[src/rtl/pic_pkg.sv]
// pic_pkg: shared types, constants and helpers for the 8259 control path.
//   inta_state_t  - acknowledge sequencer FSM states
//   CALL_OPCODE   - 8080 CALL opcode driven on the first INTA pulse
//   onehot2bin    - one-hot request to binary IR level (lowest set bit wins)
//   bin2onehot    - binary IR level to one-hot ISR/IRR mask
package pic_pkg;

    typedef enum logic [1:0] {
        ST_IDLE,
        ST_REQ,
        ST_PULSE,
        ST_GAP
    } inta_state_t;

    localparam logic [7:0] CALL_OPCODE = 8'hCD;

    // Descending scan so the lowest set bit is the last one written.
    function automatic logic [2:0] onehot2bin(input logic [7:0] oh);
        logic [2:0] b;
        b = '0;
        for (int i = 7; i >= 0; i--) begin
            if (oh[i]) b = 3'(i);
        end
        return b;
    endfunction

    function automatic logic [7:0] bin2onehot(input logic [2:0] b);
        return 8'(1) << b;
    endfunction

endpackage

[src/rtl/pic_inta_sync.sv]
// pic_inta_sync: synchronizes the asynchronous INTA strobe and produces
// registered single-cycle fall/rise pulses.
//   i_clk, i_reset  - system clock, synchronous active-high reset
//   i_inta_n        - asynchronous active-low acknowledge pin
//   o_fall, o_rise  - one-cycle pulses, SYNC_STAGES+1 clocks after the pin edge
// Reset preloads every flop to 1 (strobe idle) so no false edge is seen.
module pic_inta_sync #(
    parameter int SYNC_STAGES = 2
) (
    input  logic i_clk,
    input  logic i_reset,
    input  logic i_inta_n,
    output logic o_fall,
    output logic o_rise
);
    logic [SYNC_STAGES-1:0] r_sync;
    logic                   r_last;
    logic                   r_fall;
    logic                   r_rise;
    logic                   w_sync;

    assign w_sync = r_sync[SYNC_STAGES-1];

    always_ff @(posedge i_clk) begin
        if (i_reset) begin
            r_sync <= '1;
            r_last <= 1'b1;
            r_fall <= 1'b0;
            r_rise <= 1'b0;
        end else begin
            r_sync <= {r_sync[SYNC_STAGES-2:0], i_inta_n};
            r_last <= w_sync;
            r_fall <= r_last & ~w_sync;
            r_rise <= ~r_last & w_sync;
        end
    end

    assign o_fall = r_fall;
    assign o_rise = r_rise;

endmodule

[src/rtl/pic_inta_sequencer.sv]
// pic_inta_sequencer: 8259 interrupt-acknowledge handshake sequencer.
// Raises INT for a resolved request, counts INTA pulses, freezes the IRR,
// latches the ISR bit, drives CALL/vector bytes and signals end-of-acknowledge.
// Optional feature macro: PIC_INTA_AEOI_EN (automatic EOI clear mask output).
// Ports:
//   i_clk, i_reset         - clock, synchronous active-high reset
//   i_int_pending          - unmasked request above the ISR is pending
//   i_highest_req[7:0]     - one-hot winning request (0 = none)
//   i_inta_n               - asynchronous active-low INTA strobe
//   i_mode_8086            - 1: 8086 (2 pulses), 0: 8080 (3 pulses)
//   i_icw1_addr[2:0]       - ICW1 A7..A5
//   i_icw1_adi             - 1: call interval 4, 0: interval 8
//   i_icw2[7:0]            - T7..T3 (8086) or A15..A8 (8080)
//   i_aeoi                 - ICW4 AEOI
//   o_int_out              - INT pin
//   o_freeze               - hold IRR sampling during acknowledge
//   o_latch_in_service     - one-cycle ISR set pulse
//   o_in_service_set[7:0]  - one-hot ISR bit, valid with the pulse
//   o_data_out[7:0]        - data buffer byte
//   o_data_oe              - drive the bus
//   o_end_of_ack           - one-cycle pulse after the final INTA rises
//   o_ack_level[2:0]       - last captured IR level
//   o_aeoi_clear[7:0]      - one-cycle ISR clear mask with end_of_ack
module pic_inta_sequencer
    import pic_pkg::*;
#(
    parameter int SYNC_STAGES    = 2,
    parameter int SPURIOUS_LEVEL = 7
) (
    input  logic       i_clk,
    input  logic       i_reset,
    input  logic       i_int_pending,
    input  logic [7:0] i_highest_req,
    input  logic       i_inta_n,
    input  logic       i_mode_8086,
    input  logic [2:0] i_icw1_addr,
    input  logic       i_icw1_adi,
    input  logic [7:0] i_icw2,
    input  logic       i_aeoi,
    output logic       o_int_out,
    output logic       o_freeze,
    output logic       o_latch_in_service,
    output logic [7:0] o_in_service_set,
    output logic [7:0] o_data_out,
    output logic       o_data_oe,
    output logic       o_end_of_ack,
    output logic [2:0] o_ack_level,
    output logic [7:0] o_aeoi_clear
);
    inta_state_t r_state, w_state_nxt;
    logic [1:0]  r_cnt, w_cnt_nxt;
    logic        w_fall, w_rise;

    // Shadow copies of the configuration, taken at the first INTA fall.
    logic        r_mode;
    logic [2:0]  r_addr;
    logic        r_adi;
    logic [7:0]  r_icw2;
    logic        r_spur;
    logic [2:0]  r_level;

    logic        r_latch, w_latch_nxt;
    logic [7:0]  r_isr, w_isr_nxt;
    logic        r_eoa, w_eoa_nxt;
    logic        w_capture;
    logic        w_cap_spur;
    logic [2:0]  w_cap_level;
    logic [1:0]  w_last_cnt;

    pic_inta_sync #(.SYNC_STAGES(SYNC_STAGES)) u_sync (
        .i_clk    (i_clk),
        .i_reset  (i_reset),
        .i_inta_n (i_inta_n),
        .o_fall   (w_fall),
        .o_rise   (w_rise)
    );

    // A request that vanished before the first INTA still gets a vector.
    assign w_cap_spur  = ~i_int_pending | (i_highest_req == 8'h00);
    assign w_cap_level = w_cap_spur ? 3'(SPURIOUS_LEVEL) : onehot2bin(i_highest_req);
    assign w_last_cnt  = r_mode ? 2'd2 : 2'd3;

`ifdef PIC_INTA_AEOI_EN
    logic       r_aeoi;
    logic [7:0] r_clr, w_clr_nxt;
`else
    logic       w_unused_aeoi;
    assign w_unused_aeoi = i_aeoi;
`endif

    always_ff @(posedge i_clk) begin
        if (i_reset) begin
            r_state <= ST_IDLE;
            r_cnt   <= '0;
            r_mode  <= 1'b0;
            r_addr  <= '0;
            r_adi   <= 1'b0;
            r_icw2  <= '0;
            r_spur  <= 1'b0;
            r_level <= '0;
            r_latch <= 1'b0;
            r_isr   <= '0;
            r_eoa   <= 1'b0;
`ifdef PIC_INTA_AEOI_EN
            r_aeoi  <= 1'b0;
            r_clr   <= '0;
`endif
        end else begin
            r_state <= w_state_nxt;
            r_cnt   <= w_cnt_nxt;
            r_latch <= w_latch_nxt;
            r_isr   <= w_isr_nxt;
            r_eoa   <= w_eoa_nxt;
`ifdef PIC_INTA_AEOI_EN
            r_clr   <= w_clr_nxt;
`endif
            if (w_capture) begin
                r_mode  <= i_mode_8086;
                r_addr  <= i_icw1_addr;
                r_adi   <= i_icw1_adi;
                r_icw2  <= i_icw2;
                r_spur  <= w_cap_spur;
                r_level <= w_cap_level;
`ifdef PIC_INTA_AEOI_EN
                r_aeoi  <= i_aeoi;
`endif
            end
        end
    end

    always_comb begin
        w_state_nxt = r_state;
        w_cnt_nxt   = r_cnt;
        w_capture   = 1'b0;
        w_latch_nxt = 1'b0;
        w_isr_nxt   = '0;
        w_eoa_nxt   = 1'b0;
`ifdef PIC_INTA_AEOI_EN
        w_clr_nxt   = '0;
`endif
        case (r_state)
            // INTA edges in IDLE are deliberately ignored.
            ST_IDLE: begin
                if (i_int_pending) w_state_nxt = ST_REQ;
            end
            ST_REQ: begin
                if (w_fall) begin
                    w_capture   = 1'b1;
                    w_cnt_nxt   = 2'd1;
                    w_state_nxt = ST_PULSE;
                    if (!w_cap_spur) begin
                        w_latch_nxt = 1'b1;
                        w_isr_nxt   = bin2onehot(w_cap_level);
                    end
                end
            end
            ST_PULSE: begin
                if (w_rise) begin
                    if (r_cnt == w_last_cnt) begin
                        w_state_nxt = ST_IDLE;
                        w_eoa_nxt   = 1'b1;
`ifdef PIC_INTA_AEOI_EN
                        if (r_aeoi && !r_spur) w_clr_nxt = bin2onehot(r_level);
`endif
                    end else begin
                        w_state_nxt = ST_GAP;
                    end
                end
            end
            ST_GAP: begin
                if (w_fall) begin
                    w_cnt_nxt   = r_cnt + 2'd1;
                    w_state_nxt = ST_PULSE;
                end
            end
            default: w_state_nxt = ST_IDLE;
        endcase
    end

    // Bus byte for the current pulse, decoded from the shadowed configuration.
    always_comb begin
        o_data_out = '0;
        o_data_oe  = 1'b0;
        if (r_state == ST_PULSE) begin
            if (r_mode) begin
                if (r_cnt == 2'd2) begin
                    o_data_oe  = 1'b1;
                    o_data_out = {r_icw2[7:3], r_level};
                end
            end else begin
                case (r_cnt)
                    2'd1: begin
                        o_data_oe  = 1'b1;
                        o_data_out = CALL_OPCODE;
                    end
                    2'd2: begin
                        o_data_oe  = 1'b1;
                        o_data_out = r_adi ? {r_addr, r_level, 2'b00}
                                           : {r_addr[2:1], r_level, 3'b000};
                    end
                    2'd3: begin
                        o_data_oe  = 1'b1;
                        o_data_out = r_icw2;
                    end
                    default: ;
                endcase
            end
        end
    end

    assign o_int_out          = (r_state == ST_REQ);
    assign o_freeze           = (r_state == ST_PULSE) || (r_state == ST_GAP);
    assign o_latch_in_service = r_latch;
    assign o_in_service_set   = r_isr;
    assign o_end_of_ack       = r_eoa;
    assign o_ack_level        = r_level;
`ifdef PIC_INTA_AEOI_EN
    assign o_aeoi_clear       = r_clr;
`else
    assign o_aeoi_clear       = '0;
`endif

endmodule

[config.mk]
export PLATFORM = sky130hd
export DESIGN_NAME = pic_inta_sequencer
export DESIGN_NICKNAME = d
export VERILOG_FILES = /design/src/rtl/pic_pkg.sv /design/src/rtl/pic_inta_sync.sv /design/src/rtl/pic_inta_sequencer.sv
export SDC_FILE = /design/constraint.sdc
export NUM_CORES = 1
export LEC_CHECK = 0
export ABC_AREA = 1
export BUFFER_PORTS_ARGS = -buffer_cell sky130_fd_sc_hd__buf_4
export CAP_MARGIN = 15
export CORE_MARGIN = 4
export CORE_UTILIZATION = 50
export CTS_CLUSTER_DIAMETER = 150
export CTS_CLUSTER_SIZE = 12
export DETAILED_ROUTE_END_ITERATION = 12
export PLACE_DENSITY = 0.88
export SLEW_MARGIN = 30
export SYNTH_ARGS = -nofsm -noshare
export SYNTH_HDL_FRONTEND = slang
export SYNTH_SLANG_ARGS = --single-unit
[constraint.sdc]
create_clock -name i_clk -period 2.2 [get_ports i_clk]
set_clock_uncertainty 0.2 [all_clocks]
set_input_delay 0.11 -clock i_clk [delete_from_list [all_inputs] [get_ports i_clk]]
set_output_delay 0.11 -clock i_clk [all_outputs]
set_load 0.02 [all_outputs]
==> impl_metrics.tcl, run 1 <==
set metrics [dict create \
    path_depth 7 \
    htreeDepth 2 \
    setup_violations 0 \
    combinationalPowerShare 0.121 \
    p_clk_frac 0.377 \
    synth_area_um2 1714 \
    maxCapViolations 0 \
    tritoncts "done" \
    gr-total-overflow 0 \
    synthCells 236 \
    crit_path_max_incr_delay_ns 0.34 \
    nets 337 \
    placedCellCount 319 \
    clockBufferDepth 2 \
    hold_ws_ns 0.01719 \
    cp.required_ns 1.89 \
    p_int_w 0.0009853 \
    fillers 251 \
    cp_common_cell "buf_4" \
    stdcell_count 353 \
    grt_max_degree 28 \
    power_switching_share 0.2395 \
    min_path_cells 6 \
    synth_area_per_cell_um2 7.263 \
    cp_top_family "buffers and inverters" \
    finalWirelength_um 4607 \
    grt_setup_unrepaired "false" \
    placementRows 20 \
    die_y_um 66.55 \
    fmax_mhz 484.6 \
    final_common_cell "buf_4" \
    startpoint_type "flip-flop" \
    timing.final.crit_share 0.9380 \
    syn2layout_area_growth_pct 41.09 \
    pwr-share-seq 0.502 \
    antennaDiodeCount 0 \
    clkLatencyLatePin_ns 0.35 \
    hold_viol 0 \
    switchingPower_w 0.0003103 \
    status "complete, no violations" \
    die_area_um2 4429 \
    synthTopCellsByArea "dfxtp_1, a21oi_1, nand2_1" \
    regToRegSetupSlack_ns 0.16 \
    initial_core_util 0.5437 \
    io_buffer_count 48 \
    path_max_fanout 7 \
    grtUsageTotal 0.2250 \
    route.vias.total 1802 \
    p_per_area_nw_per_um2 535.7 \
    wl_per_cell_um 13.05 \
    cp_num_buf_inv 3 \
    peakVddDrop_uv 430.5 \
    pin_count 58 \
    final_cell_area_um2 2419 \
    leakage_nw 1.123 \
    final.min_clock_period_ns 2.064 \
    dp_hpwl_um 2979 \
    crit_chain "buf_4, ha_2, inv_2, o211ai_1, a21oi_1, nor3_1, buf_4" \
    cp-end-kind "primary output" \
    postPlaceCellArea_um2 2053 \
    clk_pin_slew_ns 0.10 \
    drtAntennaViolNets 0 \
    gp_congestion 0.9223 \
    tns_ns 0 \
    slowest_stage "dfxtp_2" \
    crit_arrival_ns 1.75 \
    worstRegToRegCells 7 \
    layout-drive-gt1-share 0.2621 \
    cts_inserted_buffers 5 \
    die_x_um 66.55 \
    ys_ff_latch 35 \
    drt_iter0_markers 206 \
    ys_seq_area_frac 0.4088 \
    grt_first_pass_wirelength_um 7569 \
    holdCritPathClass "in2reg" \
    yosys_warnings 0 \
    antenna_found_initial 0 \
    firstDrtPassIters 4 \
    path_class "reg2out" \
    cts.sinks 35 \
    coreArea_um2 3153 \
    netlist.area_leader.share 0.4088 \
    yosys.cell_types.count 31 \
    root_buffer "clkbuf_4" \
    finalMaxSlewViolations 0 \
    grt_pass1_vias 1701 \
    drc_errors 0 \
    via_per_inst 5.105 \
    yosys.area.top_type "dfxtp_1" \
    mostFrequentLayoutCells "buf_4, nand2_1, dfxtp_1" \
    utilization 0.7671 \
]
## routing by layer
layer | vias to the layer above | global-route usage | routed length [µm]
li1 | 888 | - | -
met1 | 813 | 0.2635 | 1871
met2 | 92 | 0.3812 | 2255
met3 | 9 | 0.07251 | 391
met4 | 0 | 0.08122 | 88
met5 | - | 0 | 0
## synth_stat cells
library cell  count
nand3_2           1
nor3_1            5
a2bb2oi_1         1
nand2_4           2
clkbuf_2          1
clkbuf_1          3
nand2_1          41
nor4_1            1
nand2_2           2
o21ai_2           1
o21ai_4           1
inv_1            30
o21ai_0          19
nand3_1          10
ha_1              3
buf_4            10
buf_2             3
nor2_4            1
and3_1            1
nor2_1           20
nor2_2            2
dfxtp_1          35
a31oi_1           1
conb_1            1
or2_2             2
nor3_4            1
buf_6             1
o211ai_1          3
inv_2             1
inv_4             1
a21oi_1          32
## worst reg2reg max path, cell delays in order, from the launching register on
cell           delay, ns
dfxtp_1             0.37
inv_2               0.08
nor2_4              0.13
nand2_4             0.18
inv_1               0.25
nand2_1             0.09
a21oi_1             0.13
dlygate4sd3_1       0.57
## through the flow
step	total power, W	worst slack [ns]
after floorplan	0.0007493	0.4684
after global placement	0.0007874	0.3791
after detailed placement	0.0007916	0.3193
after CTS	0.001298	0.02515
after global routing	0.001354	0.004879
final	0.001296	0.1364
## power by group through the flow
stage / registers [W] / logic [W] / clock network, W
finish: 0.000650 / 0.000157 / 0.000488
floorplan: 0.000664 / 0.0000856 / 0
global placement: 0.000664 / 0.000123 / 0
CTS: 0.000650 / 0.000154 / 0.000494
detailed placement: 0.000665 / 0.000127 / 0
global route: 0.000651 / 0.000172 / 0.000531
## path summary, 6_finish.rpt
| check | start | end |
|---|---|---|
| max | r_cnt[1]$_SDFFE_PP0P_ | o_data_out[2] |
| max reg2reg | r_state[0]$_SDFFE_PP0P_ | r_adi$_SDFFE_PP0P_ |
| min | i_highest_req[1] | o_in_service_set[6]$_SDFF_PP0_ |
| min reg2reg | u_sync.r_sync[1]$_SDFF_PP1_ | u_sync.o_fall$_SDFF_PP0_ |
## logic make-up (layout without fill, tap and decap cells)
| kind of cell | Yosys count | after routing | synth area share |
|---|---|---|---|
| compound gates | 58 | 58 | 0.1854 |
| simple gates | 89 | 89 | 0.2416 |
| fa+ha+maj | 3 | 3 | 0.02190 |
| other cells | 1 | 8 | 0.002188 |
| flops | 35 | 35 | 0.4088 |
| buf+inv | 50 | 116 | 0.1401 |
## registers in the layout, summed over array words and instances (netlist names)
name	flops
o_in_service_set	8
r_icw2	8
o_ack_level	3
r_addr	3
r_cnt	2
r_state	2
u_sync.r_sync	2
o_end_of_ack	1
o_latch_in_service	1
r_adi	1
r_mode	1
u_sync.o_fall	1
u_sync.o_rise	1
u_sync.r_last	1
## cell type report
| type | instances | area, µm² | share of cell area |
|---|---|---|---|
| Sequential cell | 35 | 705.7 | 0.2918 |
| Inverter | 32 | 122.6 | 0.05070 |
| Multi-Input combinational cell | 158 | 814.5 | 0.3368 |
| Tap cell | 44 | 55.05 | 0.02276 |
| Clock buffer | 6 | 51.30 | 0.02121 |
| Clock inverter | 2 | 35.03 | 0.01449 |
| Timing Repair Buffer | 76 | 634.4 | 0.2623 |
## what timing repair did
| action | CTS | global route |
|---|---|---|
| buffers inserted | 0 | 2 |
| resized for setup | 2 | 8 |
| endpoints found under the hold margin | 28 | 0 |
| setup endpoints to repair | 4 | 6 |
| pin swaps | 0 | 2 |
| hold buffers | 24 | 0 |
Note: power is estimated with default switching activity, not from simulation.
==> inputs of run 2 (changes only) <==
- RECOVER_POWER: unset -> 50
==> run 2 against run 1 <==
Sequential power barely moved. First-iteration DRC count is 11% higher. Clock power about the same. Design area decreased by 2.3%.
==> impl_metrics.tcl, run 2 (synthesis gave the netlist of run 1 again) <==
set metrics [dict create \
    status "complete, no violations" \
    grtUsageTotal 0.2250 \
    mostFrequentLayoutCells "nand2_1, buf_4, dfxtp_1" \
    coreArea_um2 3153 \
    placementRows 20 \
    maxCapViolations 0 \
    tritoncts "done" \
    setup_violations 0 \
    crit_path_max_incr_delay_ns 0.34 \
    grt_setup_unrepaired "false" \
    path_class "reg2out" \
    wl_per_cell_um 13.03 \
    cp-end-kind "primary output" \
    tns_ns 0 \
    final.min_clock_period_ns 2.062 \
    grt_max_degree 28 \
    finalWirelength_um 4599 \
    gp_congestion 0.9223 \
    holdCritPathClass "in2reg" \
    cp.required_ns 1.89 \
    antennaDiodeCount 0 \
    peakVddDrop_uv 429.8 \
    grt_pass1_vias 1701 \
    cts.sinks 35 \
    cp_top_family "buffers and inverters" \
    use_met3 0.07251 \
    crit_arrival_ns 1.75 \
    timing.final.crit_share 0.9372 \
    die_x_um 66.55 \
    htreeDepth 2 \
    regToRegSetupSlack_ns 0.16 \
    die_area_um2 4429 \
    firstDrtPassIters 4 \
    power_w 0.001294 \
    gr-total-overflow 0 \
    final_common_cell "nand2_1" \
    grtUsageMet2 0.3812 \
    slowest_stage "dfxtp_2" \
    crit_chain "buf_4, ha_2, inv_2, o211ai_1, a21oi_1, nor3_1, buf_4" \
    drtAntennaViolNets 0 \
    hold_viol 0 \
    finalMaxSlewViolations 0 \
    fmax_mhz 485.0 \
    grt_first_pass_wirelength_um 7569 \
    route.vias.total 1818 \
    drc_errors 0 \
    nets 337 \
    busiest_layer "met2" \
    antenna_found_initial 0 \
    fillers 268 \
    path_max_fanout 7 \
    die_y_um 66.55 \
    io_buffer_count 48 \
    leakage_nw 1.064 \
    clockBufferDepth 2 \
    initial_core_util 0.5437 \
    clkLatencyLatePin_ns 0.35 \
    p_per_area_nw_per_um2 547.5 \
    root_buffer "clkbuf_4" \
    met1_usage 0.2635 \
    startpoint_type "flip-flop" \
    drt_iter0_markers 229 \
    layout-drive-gt1-share 0.2136 \
    cp_common_cell "buf_4" \
    clk_pin_slew_ns 0.10 \
    via_per_inst 5.150 \
    cts_inserted_buffers 5 \
    syn2layout_area_growth_pct 37.88 \
    hold_ws_ns 0.03024 \
    cp_num_buf_inv 3 \
    pin_count 58 \
    dp_hpwl_um 2979 \
]
[run 2: cell types whose count changed in the layout (fill, tap and decap cells not counted)]
cell and change:
buf_4 -14, clkbuf_1 +14, nor2_1 +1, nor2_2 -1
[run 2: routing by layer]
layer / wire (µm) / share of wire
met1: 1833 / 0.40
met2: 2276 / 0.49
met3: 399 / 0.087
met4: 89 / 0.019
met5: 0 / 0
[run 2: path summary, 6_finish.rpt]
check,startpoint,to,cells after the start
hold reg to reg,u_sync.r_sync[1]$_SDFF_PP1_,u_sync.o_fall$_SDFF_PP0_,1
setup reg to reg,r_state[0]$_SDFFE_PP0P_,r_adi$_SDFFE_PP0P_,7
hold / removal,i_highest_req[1],o_in_service_set[6]$_SDFF_PP0_,6
setup / recovery,r_cnt[1]$_SDFFE_PP0P_,o_data_out[2],7
[run 2: final cells by class]
cell class                 instances  area (µm²)  area share
clock buffer                       6       51.30     0.02170
clock inverter                     2       35.03     0.01482
inverter                          32       122.6     0.05188
multi-input combinational        158       812.0      0.3436
sequential                        35       705.7      0.2986
tap                               44       55.05     0.02329
timing repair buffer              76       581.8      0.2462
[run 2: where the power goes]
part / leakage [nW] / switching, W / internal (W) / total (W)
clock: 0.0482 / 0.000220 / 0.000268 / 0.000489
combinational: 0.731 / 0.0000821 / 0.0000734 / 0.000156
sequential: 0.285 / 0.00000784 / 0.000642 / 0.000650
[run 2: per-stage QoR]
step                      worst slack, ns  cell area [µm²]  cells  utilization
final                              0.1382             2364    353       0.7496
after global routing             0.004916             2364    353       0.7496
after CTS                         0.02515             2384    351       0.7560
after detailed placement           0.3193             2053    319       0.6512
after global placement             0.3791             2053    319       0.6512
after floorplan                    0.4684             1740    243            -
[run 2: worst reg2reg max path: cells and delay by family (launching register included)]
| family | cells | cell delay (ns) |
|---|---|---|
| buffers and inverters | 3 | 0.89 |
| DFF | 1 | 0.37 |
| and+or+nand+nor | 3 | 0.40 |
| AOI/OAI and AO/OA | 1 | 0.14 |
[run 2: repair_timing]
item                                   4_1_cts  5_1_grt
buffers inserted                             0        2
endpoints found under the hold margin       28        0
hold buffers                                24        0
gates resized for setup                      2        8
setup endpoints to repair                    4        6
pin swaps                                    0        2
==> inputs of run 3 (changes only) <==
- CORE_UTILIZATION: 50 -> 53
- PLACE_DENSITY: 0.88 -> 0.93
- clock period: 2.2 -> 2.55 ns (I/O delays scaled with it)
==> run 3 against run 2 <==
Sequential power decreased by 14%. Largest cell class unchanged. Design area is 5.0% lower. Cell count shrank 1.4%. Utilization fell by 2.0 points. Sequential share of layout area grew 1.3 points. Via count shrank 3.0%. Die area decreased by 5.0%. Non-clock buffer count down 5. First-iteration DRC count shrank 47%. Setup slack better by 0.12 ns. Hold slack improved by 0.0081 ns. Global-route usage grew 0.36 points.
==> impl_metrics.tcl, run 3 (synthesis gave the netlist of run 1 again) <==
set metrics [dict create \
    status "complete, no violations" \
    finalWirelength_um 4507 \
    startpoint_type "flip-flop" \
    timing.final.crit_share 0.8998 \
    startpoint "r_cnt[1]$_SDFFE_PP0P_" \
    final.min_clock_period_ns 2.295 \
    hold_viol 0 \
    tightestPinTransition_ns 0.5946 \
    grt_max_degree 28 \
    drtAntennaViolNets 0 \
    r2r_end "r_addr[2]$_SDFFE_PP0P_" \
    cp.required_ns 2.22 \
    antenna_found_initial 0 \
    combinationalPowerShare 0.134 \
    clkLatencyLatePin_ns 0.34 \
    antennaDiodeCount 0 \
    placementRows 20 \
    tns_ns 0 \
    die_x_um 64.87 \
    path_class "reg2out" \
    finalMaxSlewViolations 0 \
    setup_violations 0 \
    gr-total-overflow 0 \
    initial_core_util 0.5569 \
    grt_setup_unrepaired "false" \
    crit_end "o_data_out[2]" \
    leakage_nw 1.004 \
    pin_count 58 \
    cts.sinks 35 \
    slew_headroom 0.6036 \
    coreArea_um2 3078 \
    place_ws_ns 0.5681 \
    via_per_inst 5.069 \
    maxCapViolations 0 \
    syn2layout_area_growth_pct 31.02 \
    dp_hpwl_um 2946 \
    tritoncts "done" \
    grt_first_pass_wirelength_um 7493 \
    die_area_um2 4208 \
    regToRegSetupSlack_ns 0.33 \
    peakVddDrop_uv 342.6 \
    htreeDepth 2 \
    layout-drive-gt1-share 0.1743 \
    worstRegToRegCells 7 \
    nets 332 \
    clockBufferDepth 2 \
    clk_pin_slew_ns 0.10 \
    layout_setup_ws_ns 0.2555 \
    final_common_cell "nand2_1" \
    reg2reg_from "r_state[0]$_SDFFE_PP0P_" \
    grt_pass1_vias 1710 \
    crit_arrival_ns 1.97 \
    mostFrequentLayoutCells "nand2_1, dfxtp_1, buf_4" \
    drc_errors 0 \
    p_clk_frac 0.294 \
    cts_inserted_buffers 5 \
    fmax_mhz 435.8 \
    power_switching_share 0.2620 \
    path_max_fanout 14 \
    gp_congestion 0.9636 \
    io_buffer_count 48 \
    wl_per_cell_um 12.95 \
    holdCritPathClass "in2reg" \
    firstDrtPassIters 4 \
    p_per_area_nw_per_um2 436.9 \
    switchingPower_w 0.0002570 \
    cts_setup_buffers 0 \
    route.vias.total 1764 \
    root_buffer "clkbuf_4" \
    utilization 0.7297 \
    drt_iter0_markers 122 \
    pwr-share-seq 0.572 \
    p_int_w 0.0007241 \
    grtUsageTotal 0.2286 \
    hold_ws_ns 0.03835 \
    die_y_um 64.87 \
    cp-end-kind "primary output" \
]
[run 3: final cells by class]
type / count / area (µm²)
well taps: 44 / 55.05
flip-flops and latches: 35 / 700.7
repair buffers: 71 / 534.3
inverters: 32 / 122.6
clock buffers: 7 / 45.04
multi-input cells: 158 / 783.3
fillers: 256 / 832.0
clock inverters: 1 / 5.005
[run 3: power by group through the flow]
stage,clock network [W],registers (W),logic [W]
floorplan,0,0.000573,0.0000738
global placement,0,0.000573,0.000106
detailed placement,0,0.000574,0.000109
CTS,0.000294,0.000561,0.000132
global route,0.000315,0.000562,0.000144
finish,0.000288,0.000561,0.000131
[run 3: what timing repair did]
action                                  4_1_cts  5_1_grt
hold buffers                                 23        0
hold endpoints to repair                     28        0
endpoints found under the setup margin        0        1
gates resized for setup                       0        1
[run 3: routing by layer]
layer	GRT usage	share of wire	up-vias
met3	0.05199	0.086	12
li1	-	-	875
met2	0.3921	0.49	75
met1	0.2671	0.40	802
met5	0	0	-
met4	0.1082	0.022	0
[run 3: critical path, stage by stage (launching register included)]
cell and delay [ns]:
dfxtp_1 0.49, ha_2 0.42, nand3_1 0.13, o211ai_1 0.10, a21oi_1 0.08, nor3_1 0.20
buf_4 0.19
[run 3: worst min-delay path by stage]
stage	startpoint	end	slack [ns]	cells past startpoint
floorplan	i_reset	o_latch_in_service$_SDFF_PP0_	0.003	1
global placement	i_inta_n	u_sync.r_sync[0]$_SDFF_PP1_	0.11	2
detailed placement	i_inta_n	u_sync.r_sync[0]$_SDFF_PP1_	0.13	2
CTS	i_highest_req[1]	o_in_service_set[2]$_SDFF_PP0_	0.03	6
global route	i_highest_req[1]	o_in_service_set[2]$_SDFF_PP0_	0.06	6
finish	i_highest_req[1]	o_in_service_set[2]$_SDFF_PP0_	0.04	6
[run 3: stage by stage]
stage,total power [W],instance area (µm²),std cells
after global placement,0.0006793,2038,317
final,0.0009811,2246,348
after CTS,0.0009874,2318,348
after detailed placement,0.0006831,2038,317
after floorplan,0.0006464,1740,243
after global routing,0.001022,2246,348
